--- src/rtl/ieee2int_stream_if.sv ---
// Stream bundle for ieee2int_stream: operand input handshake plus result/flags output handshake.
// master = producer/consumer environment, slave = converter.
interface ieee2int_stream_if #(
  parameter int unsigned DataWidth = 32
);
  logic [DataWidth-1:0] ieee_i;
  logic                 in_valid_i;
  logic                 in_ready_o;
  logic [DataWidth-1:0] int_o;
  logic                 invalid_o;
  logic                 inexact_o;
  logic                 out_valid_o;
  logic                 out_ready_i;

  modport master (
    output ieee_i, in_valid_i, out_ready_i,
    input  in_ready_o, int_o, invalid_o, inexact_o, out_valid_o
  );

  modport slave (
    input  ieee_i, in_valid_i, out_ready_i,
    output in_ready_o, int_o, invalid_o, inexact_o, out_valid_o
  );
endinterface

--- src/rtl/ieee2int_stream.sv ---
// Two-stage elastic IEEE 754 (binary32/binary64) to signed integer converter, truncating.
// Optional macro IEEE2INT_INEXACT_EN enables the inexact flag; otherwise inexact_o is tied low.
module ieee2int_stream #(
  parameter int unsigned DataWidth = 32
) (
  input  logic               clk_i,
  input  logic               rst_ni,
  ieee2int_stream_if.slave   bus
);

  localparam int unsigned ExpWidth = (DataWidth == 64) ? 11 : 8;
  localparam int unsigned ManWidth = DataWidth - ExpWidth - 1;
  localparam int unsigned ShW      = $clog2(DataWidth);
  localparam int unsigned FullW    = DataWidth + ManWidth;
  localparam int unsigned BiasI    = (1 << (ExpWidth - 1)) - 1;

  localparam logic [ExpWidth-1:0] Bias   = ExpWidth'(BiasI);
  localparam logic [ExpWidth-1:0] MaxExp = ExpWidth'(BiasI + DataWidth - 2);
  localparam logic [ExpWidth-1:0] MinExp = ExpWidth'(BiasI + DataWidth - 1);

  typedef enum logic [1:0] {
    CLS_ZERO,
    CLS_NAN,
    CLS_SAT,
    CLS_NORM
  } cls_e;

  // Handshake control
  logic w_s2_adv;
  logic w_s1_adv;
  logic r_s1_valid;
  logic r_s2_valid;

  assign w_s2_adv       = !r_s2_valid || bus.out_ready_i;
  assign w_s1_adv       = !r_s1_valid || w_s2_adv;
  assign bus.in_ready_o = w_s1_adv;

  // Stage 1: classify
  logic                w_sign;
  logic [ExpWidth-1:0] w_exp;
  logic [ManWidth-1:0] w_man;
  cls_e                w_cls;
  logic [ShW-1:0]      w_shift;

  assign w_sign = bus.ieee_i[DataWidth-1];
  assign w_exp  = bus.ieee_i[DataWidth-2 -: ExpWidth];
  assign w_man  = bus.ieee_i[ManWidth-1:0];

`ifdef IEEE2INT_INEXACT_EN
  logic w_small_nz;
  logic r_s1_small_nz;
  assign w_small_nz = (w_exp != '0) || (|w_man);
`endif

  // Exactly -2^(DataWidth-1) is the only in-range value with exponent DataWidth-1.
  always_comb begin
    w_cls   = CLS_ZERO;
    w_shift = '0;
    if (w_exp == '1) begin
      w_cls = (|w_man) ? CLS_NAN : CLS_SAT;
    end else if (w_exp < Bias) begin
      w_cls = CLS_ZERO;
    end else if (w_exp <= MaxExp) begin
      w_cls   = CLS_NORM;
      w_shift = ShW'(w_exp - Bias);
    end else if ((w_exp == MinExp) && w_sign && !(|w_man)) begin
      w_cls   = CLS_NORM;
      w_shift = ShW'(DataWidth - 1);
    end else begin
      w_cls = CLS_SAT;
    end
  end

  logic                r_s1_sign;
  cls_e                r_s1_cls;
  logic [ManWidth-1:0] r_s1_man;
  logic [ShW-1:0]      r_s1_shift;

  always_ff @(posedge clk_i or negedge rst_ni) begin
    if (!rst_ni) begin
      r_s1_valid    <= 1'b0;
      r_s1_sign     <= 1'b0;
      r_s1_cls      <= CLS_ZERO;
      r_s1_man      <= '0;
      r_s1_shift    <= '0;
`ifdef IEEE2INT_INEXACT_EN
      r_s1_small_nz <= 1'b0;
`endif
    end else if (w_s1_adv) begin
      r_s1_valid <= bus.in_valid_i;
      if (bus.in_valid_i) begin
        r_s1_sign     <= w_sign;
        r_s1_cls      <= w_cls;
        r_s1_man      <= w_man;
        r_s1_shift    <= w_shift;
`ifdef IEEE2INT_INEXACT_EN
        r_s1_small_nz <= w_small_nz;
`endif
      end
    end
  end

  // Stage 2: shift, negate, saturate
  logic [FullW-1:0]     w_full;
  logic [DataWidth-1:0] w_mag;
  logic [DataWidth-1:0] w_res;
  logic                 w_inv;

  assign w_full = FullW'({1'b1, r_s1_man}) << r_s1_shift;
  assign w_mag  = DataWidth'(w_full >> ManWidth);

  always_comb begin
    w_res = '0;
    w_inv = 1'b0;
    case (r_s1_cls)
      CLS_NORM: w_res = r_s1_sign ? (-w_mag) : w_mag;
      CLS_SAT: begin
        w_res = r_s1_sign ? {1'b1, {(DataWidth-1){1'b0}}} : {1'b0, {(DataWidth-1){1'b1}}};
        w_inv = 1'b1;
      end
      CLS_NAN:  w_inv = 1'b1;
      default:  w_res = '0;
    endcase
  end

`ifdef IEEE2INT_INEXACT_EN
  logic w_inx;
  logic r_inx;
  always_comb begin
    w_inx = 1'b0;
    if (r_s1_cls == CLS_ZERO)      w_inx = r_s1_small_nz;
    else if (r_s1_cls == CLS_NORM) w_inx = |w_full[ManWidth-1:0];
  end
`endif

  logic [DataWidth-1:0] r_int;
  logic                 r_inv;

  always_ff @(posedge clk_i or negedge rst_ni) begin
    if (!rst_ni) begin
      r_s2_valid <= 1'b0;
      r_int      <= '0;
      r_inv      <= 1'b0;
`ifdef IEEE2INT_INEXACT_EN
      r_inx      <= 1'b0;
`endif
    end else if (w_s2_adv) begin
      r_s2_valid <= r_s1_valid;
      if (r_s1_valid) begin
        r_int <= w_res;
        r_inv <= w_inv;
`ifdef IEEE2INT_INEXACT_EN
        r_inx <= w_inx;
`endif
      end
    end
  end

  assign bus.out_valid_o = r_s2_valid;
  assign bus.int_o       = r_int;
  assign bus.invalid_o   = r_inv;
`ifdef IEEE2INT_INEXACT_EN
  assign bus.inexact_o   = r_inx;
`else
  assign bus.inexact_o   = 1'b0;
`endif

endmodule
--- src/flat_wrapper.sv ---
// flat-port wrapper written by rule: the top's interface ports become plain ports
module ieee2int_stream_flat 
#(
  parameter int unsigned DataWidth = 32
)
  (clk_i, rst_ni, bus_ieee_i, bus_in_valid_i, bus_out_ready_i, bus_in_ready_o, bus_int_o, bus_invalid_o, bus_inexact_o, bus_out_valid_o);
  ieee2int_stream_if #(.DataWidth(DataWidth)) bus_i ();
  input  logic clk_i;
  input  logic rst_ni;
  input wire logic [$bits(bus_i.ieee_i)-1:0] bus_ieee_i;
  input wire logic [$bits(bus_i.in_valid_i)-1:0] bus_in_valid_i;
  input wire logic [$bits(bus_i.out_ready_i)-1:0] bus_out_ready_i;
  output wire logic [$bits(bus_i.in_ready_o)-1:0] bus_in_ready_o;
  output wire logic [$bits(bus_i.int_o)-1:0] bus_int_o;
  output wire logic [$bits(bus_i.invalid_o)-1:0] bus_invalid_o;
  output wire logic [$bits(bus_i.inexact_o)-1:0] bus_inexact_o;
  output wire logic [$bits(bus_i.out_valid_o)-1:0] bus_out_valid_o;
  assign bus_i.ieee_i = bus_ieee_i;
  assign bus_i.in_valid_i = bus_in_valid_i;
  assign bus_i.out_ready_i = bus_out_ready_i;
  assign bus_in_ready_o = bus_i.in_ready_o;
  assign bus_int_o = bus_i.int_o;
  assign bus_invalid_o = bus_i.invalid_o;
  assign bus_inexact_o = bus_i.inexact_o;
  assign bus_out_valid_o = bus_i.out_valid_o;
  ieee2int_stream #(.DataWidth(DataWidth)) u_core (.clk_i(clk_i), .rst_ni(rst_ni), .bus(bus_i));
endmodule
--- config.mk ---
export PLATFORM = sky130hd
export DESIGN_NAME = ieee2int_stream_flat
export DESIGN_NICKNAME = d
export VERILOG_FILES = /design/src/rtl/ieee2int_stream_if.sv /design/src/rtl/ieee2int_stream.sv /design/src/flat_wrapper.sv
export SDC_FILE = /design/constraint.sdc
export NUM_CORES = 1
export LEC_CHECK = 0
export BUFFER_PORTS_ARGS = -buffer_cell sky130_fd_sc_hd__buf_2
export CORE_MARGIN = 1
export CORE_UTILIZATION = 40
export CTS_CLUSTER_DIAMETER = 40
export DETAILED_ROUTE_END_ITERATION = 10
export SLEW_MARGIN = 20
export SYNTH_ARGS = -nofsm -noshare
export SYNTH_HDL_FRONTEND = slang
export SYNTH_SLANG_ARGS = --single-unit
--- constraint.sdc ---
create_clock -name clk_i -period 7.7 [get_ports clk_i]
set_input_delay 0.77 -clock clk_i [delete_from_list [all_inputs] [get_ports clk_i]]
set_output_delay 0.77 -clock clk_i [all_outputs]
set_load 0.02 [all_outputs]
---- After elaboration in Yosys (flattened, before gate mapping) ----
Index checks and enable logic that the tools add are counted.
word-level totals
  register bits ........................... 66
  input bits .............................. 36
  output and inout bits ................... 36
  word-level logic and storage cells ...... 42
operators by class
  $add $sub $neg .......................... 2
  $lt $le $gt $ge ......................... 2
  equality and inequality tests ........... 5
  shift-type cells ........................ 1
  muxes and demuxes ....................... 13
  reductions and logical operators ........ 11
operators with widths
  cell                   number
  $mux W32               2
  $pmux W32 S2           1
  $shl A24 B5 Y55        1
  $neg A32 Y32           1
  $reduce_or A23 Y1      1
  $mux W5                4
  $eq A8 B8 Y1 const B   2
  $le A8 B8 Y1 const B   1
  $lt A8 B7 Y1 const B   1
  $mux W2                4
  $sub A5 B5 Y5 const B  1
  $eq A2 B2 Y1 const B   2
  $reduce_and A2 Y1      2
  $logic_not A1 Y1       3
  $eq A2 B1 Y1 const B   1
  $logic_and A1 B1 Y1    2
  $logic_or A1 B1 Y1     2
  $mux W1                2
  $reduce_or A2 Y1       1

---- Longest topological paths before layout ----
  depth after elaboration ................. 7
  gate-level depth with buffers ........... 15
  mapped depth without buffers ............ 12

---- Worst setup path before layout ----
OpenSTA, ideal clock, no wires.
  path kind ............................... reg-to-reg
  start point ............................. register u_core.r_s1_shift[0]
  end point ............................... register u_core.r_int[21] (netlist: u_core.bus.int_o[21])
  library setup time ...................... 131 ps
  arrival time ............................ 3322 ps
  required time ........................... 7569 ps
  setup slack ............................. 4247 ps
  cell stages (with the launch flop) ...... 12
  path buffers ............................ 2
  clock period less this slack ............ 3453 ps
  cells stage by stage .................... dfrtp_1 > buf_6 > buf_12 > mux4_2 > mux2_2 > a222oi_1 > nor3b_4 > nand4_4 > nor4_4 > nand2_1 > o21a_1 > or3_1
on the way
  word-level cells in the longest chain between the ends .. 4
ends and longest elaborated chain
  element                   line                    RTL
  start: declaration        ieee2int_stream.sv:77   logic [ShW-1:0] r_s1_shift;
  start signal: assignment  ieee2int_stream.sv:95   r_s1_shift <= w_shift;
  $shl A24 B5 Y55 *         ieee2int_stream.sv:109  assign w_full = FullW'({1'b1, r_s1_man}) << r_s1_shift;
  $neg A32 Y32              ieee2int_stream.sv:116  CLS_NORM: w_res = r_s1_sign ? (-w_mag) : w_mag;
  $mux W32 *                ieee2int_stream.sv:116
  $pmux W32 S2 *            ieee2int_stream.sv:115  case (r_s1_cls)
  end signal: assignment    ieee2int_stream.sv:150  r_int <= w_res;
  end: declaration          ieee2int_stream.sv:136  logic [DataWidth-1:0] r_int;
Every way passes the cells marked *; elsewhere a longest branch is shown, timed or not.
A chain may end at the register's enable or synchronous reset.

---- Worst setup path after layout ----
Same ends and word-level chain as after synthesis.

==> metrics.md <==
| Metric | Value |
|---|---|
| Clk slew on worst S/H paths | 0.05 ns |
| Total core area | 12800 um^2 |
| Die width | 117 um |
| Post-synth EDFFs | 0 |
| CP Data Arrival Time | 4.73 ns |
| Cts-stage hold buffer count | 0 |
| Clk Latency, worst-skew pair | roughly 0.34 ns |
| IO Port Bufs | 70 |
| Psw | between 600 and 700 uW |
| Resized Gates After CTS | 0 |
| CTS max path bufs | 2 |
| Top-area cell type share of the netlist area | a little under a third |
| H-tree Lvls | 3 |
| Number of fill cells | ~1.3k |
| Mapped cell area | 5330 um^2 |
| Static leakage | roughly 2.5 nW |
| Cell Int Power | 943 uW |
| Post-Place Worst Slack | 3.13 ns |
| Layout cells sized above 1 | about a quarter |
| Mapped Nets | about 630 |
| Routability cong. | roughly 0.93 |
| Largest net degree at the start of global routing | 67 |
| Area growth syn-to-layout | 13.7% |
| Post-synth top area cell | dfrtp_1 |
| Worst Skew | 0.00477 ns |
| Final Slew Violations | 0 |
| GR Overflow Total | 0 |
| Top_reg_cell synth | dfrtp_1 |
| Number of global-route vias before repair | 4696 |
| Die area | between 10000 and 15000 um^2 |
| Unrepaired setup endpoints after global routing | false |
| Crit share post-route | 58.7% |
| Initial antenna violation count | 0 |
| Endpoint class of the critical path | register |
| Antenna viol nets, final | 0 |
| CTS root buffer | clkbuf_16 |
| GRT Util Overall | 23.1% |
| Sequential Power Share | 31.9% |
| Final Setup Violations | 0 |
| Peak VDD IR | ~140 uV |
| TritonCTS Sinks | 66 |
| Final WL | 15500 um |
| Via/cell ratio | 6.00 |
| # rows | 41 |
| Synth warnings | 0 |
| Worst slew margin | 31.8% |
| Fin crit period | approximately 4.5 ns |
| Post-DP HPWL | 11700 um |
| Final-stage net count | 679 |
| Sequential-to-total area share from yosys stat | 31.0% |
| Num CTS Buffers | 9 |
| CP Launch Type | register |
| Fmax | approximately 220 MHz |
| First-pass GRT wire length | around 25000 um |
| DRT Pass-1 Iters | 5 |
| DRC | 0 |
| Critical Path RT | 7.92 ns |
| Antenna cells | 0 |
| Run status | finished clean |
| Postcts setup bufs | 0 |
| Worst-Margin Slew | 1.02 ns |
| Clk pwr share | 26.2% |
| Fin util | between 40% and 50% |
| Final Hold Vio Count | 0 |
| Switching part of the total power | 40.2% |
| Hold/Removal Path Class | register to register |
| Power per cell area | 260 nW/um^2 |
| Finished Cell Area | 6060 um^2 |
| Final WS setup | 3.18 ns |
| CP Max Fanout | 44 |
| Routed vias | 4872 |
| Setup TNS | 0 ns |
| Unique masters post-synth | about 70 |
| Number of DRC markers in iteration 0 | around 370 |
| Synthesis-stage register bit count | 66 |
| Mapped Cells | 589 |
| DP Area | 5760 um^2 |
| Ys async rst share | 100% |
| Ranking of synthesized cells by area | dfrtp_1 31%, mux4_2 9.3%, mux2_2 6.3% |
| Starting Density | 41.6% |
| Gate power share | between 40% and 50% |
| Setup CP Type | register to register |
| CTS tree | done |
| WL/cell | 19.1 um |
| IO Pins | between 70 and 80 |
| Die H | 117 um |
| Max-cap violations | 0 |
| Syn Area/Cell | 9.05 um^2 |
[critical path, stage by stage, from the launching register on]
cell     delay, ns
dfrtp_2       1.01
mux4_2        0.66
mux4_2        0.48
a22oi_1       0.37
nand3_1       0.49
nor4_4        0.56
nand2_1       0.20
o21a_1        0.22
or3_1         0.36
[through the flow]
stage	hold WS, ns	power [mW]	std cells
finish	0.483	1.58	812
global route	0.519	1.67	812
CTS	0.492	1.58	812
detailed placement	0.480	1.16	797
global placement	0.471	1.15	797
floorplan	0.471	0.970	589
[layout make-up]
type / instances / area, um^2 / area share [%]
repair buffers: 77 / 403 / 6.65
clock inverters: 2 / 37.5 / 0.620
inverters: 14 / 52.6 / 0.867
multi-input cells: 468 / 3440 / 56.7
flip-flops and latches: 66 / 1650 / 27.3
clock buffers: 13 / 260 / 4.30
well taps: 172 / 215 / 3.55
[synth_stat cells, drive strengths merged, types with 3 or more instances]
cell     count
nor3        15
clkbuf      31
o21ai       30
o221ai       4
a22oi        6
o21a         5
nand3b       3
mux4        22
or3          4
nand4b       4
nor2b        9
nor3b        3
nand2b      11
dfrtp       66
o41ai        5
a31oi        8
o22ai        6
or4          3
mux2        30
a21o         5
o211ai       5
nor2        67
nand2       45
nand3       18
o311ai       4
and2         5
a211oi       7
xor2         8
a21oi       36
inv         13
xnor2       10
o2111ai      4
and3         4
a211o        3
ha           7
o31ai        6
buf         10
nand4        8
nor4        11
mux2i       26
[power by group through the flow]
| stage | clock [mW] | sequential, mW | combinational, mW |
|---|---|---|---|
| 3_5_place_dp | 0 | 0.508 | 0.654 |
| 6_report | 0.414 | 0.502 | 0.660 |
| 5_1_grt | 0.437 | 0.515 | 0.720 |
| 2_1_floorplan | 0 | 0.513 | 0.458 |
| 3_3_place_gp | 0 | 0.503 | 0.649 |
| 4_1_cts | 0.424 | 0.502 | 0.657 |
[final timing paths]
kind	slack, ns	end	startpoint	cells after the start
worst min register to register	0.48	u_core.bus.invalid_o$_DFFE_PN0P_	u_core.bus.invalid_o$_DFFE_PN0P_	2
min in group asynchronous	0.62	u_core.bus.int_o[18]$_DFFE_PN0P_	rst_ni	2
worst max register to register	3.18	u_core.bus.int_o[21]$_DFFE_PN0P_	u_core.r_s1_shift[0]$_DFFE_PN0P_	8
worst min-delay path	0.48	u_core.bus.invalid_o$_DFFE_PN0P_	u_core.bus.invalid_o$_DFFE_PN0P_	2
worst max-delay path	3.18	u_core.bus.int_o[21]$_DFFE_PN0P_	u_core.r_s1_shift[0]$_DFFE_PN0P_	8
max in group asynchronous	6.45	u_core.r_s1_shift[0]$_DFFE_PN0P_	rst_ni	2
[routing by layer]
metal | vias to the layer above | share of wire [%] | GRT usage, %
met3 | 30 | 5.5 | 4.38
met1 | 2350 | 45 | 30.9
li1 | 2312 | - | -
met4 | 0 | 2.5 | 9.66
met2 | 180 | 47 | 36.3
met5 | - | 0 | 0
[state kept, by name, summed over array words and instances, names as in the netlist]
register                cells
u_core.bus.out_valid_o      1
u_core.r_s1_man            23
u_core.r_s1_valid           1
u_core.r_s1_sign            1
u_core.r_s1_cls             2
u_core.r_s1_shift           5
u_core.bus.int_o           32
u_core.bus.invalid_o        1
[cells by family after synthesis]
logic type                 synth area share [%]
AOI/OAI and AO/OA                          19.0
xor gates and xnor gates                   2.96
adders and majority gates                  1.64
buffers and inverters                      4.53
DFF                                        31.0
muxes                                      20.5
other                                    0.0704
and+or+nand+nor                            20.3
[cells in the final DEF, fill, tap and decap left out, types with 12 or more instances in the layout]
cell type | netlist | routed
a21oi_1 | 36 | 36
buf_2 | 3 | 70
dfrtp_1 | 66 | 65
inv_1 | 12 | 12
mux2_2 | 30 | 30
mux2i_1 | 26 | 26
mux4_2 | 22 | 22
nand2_1 | 45 | 45
nand3_1 | 18 | 18
nor2_1 | 65 | 65
nor3_1 | 15 | 15
o21ai_0 | 27 | 27
(Power assumes the default switching activity.)
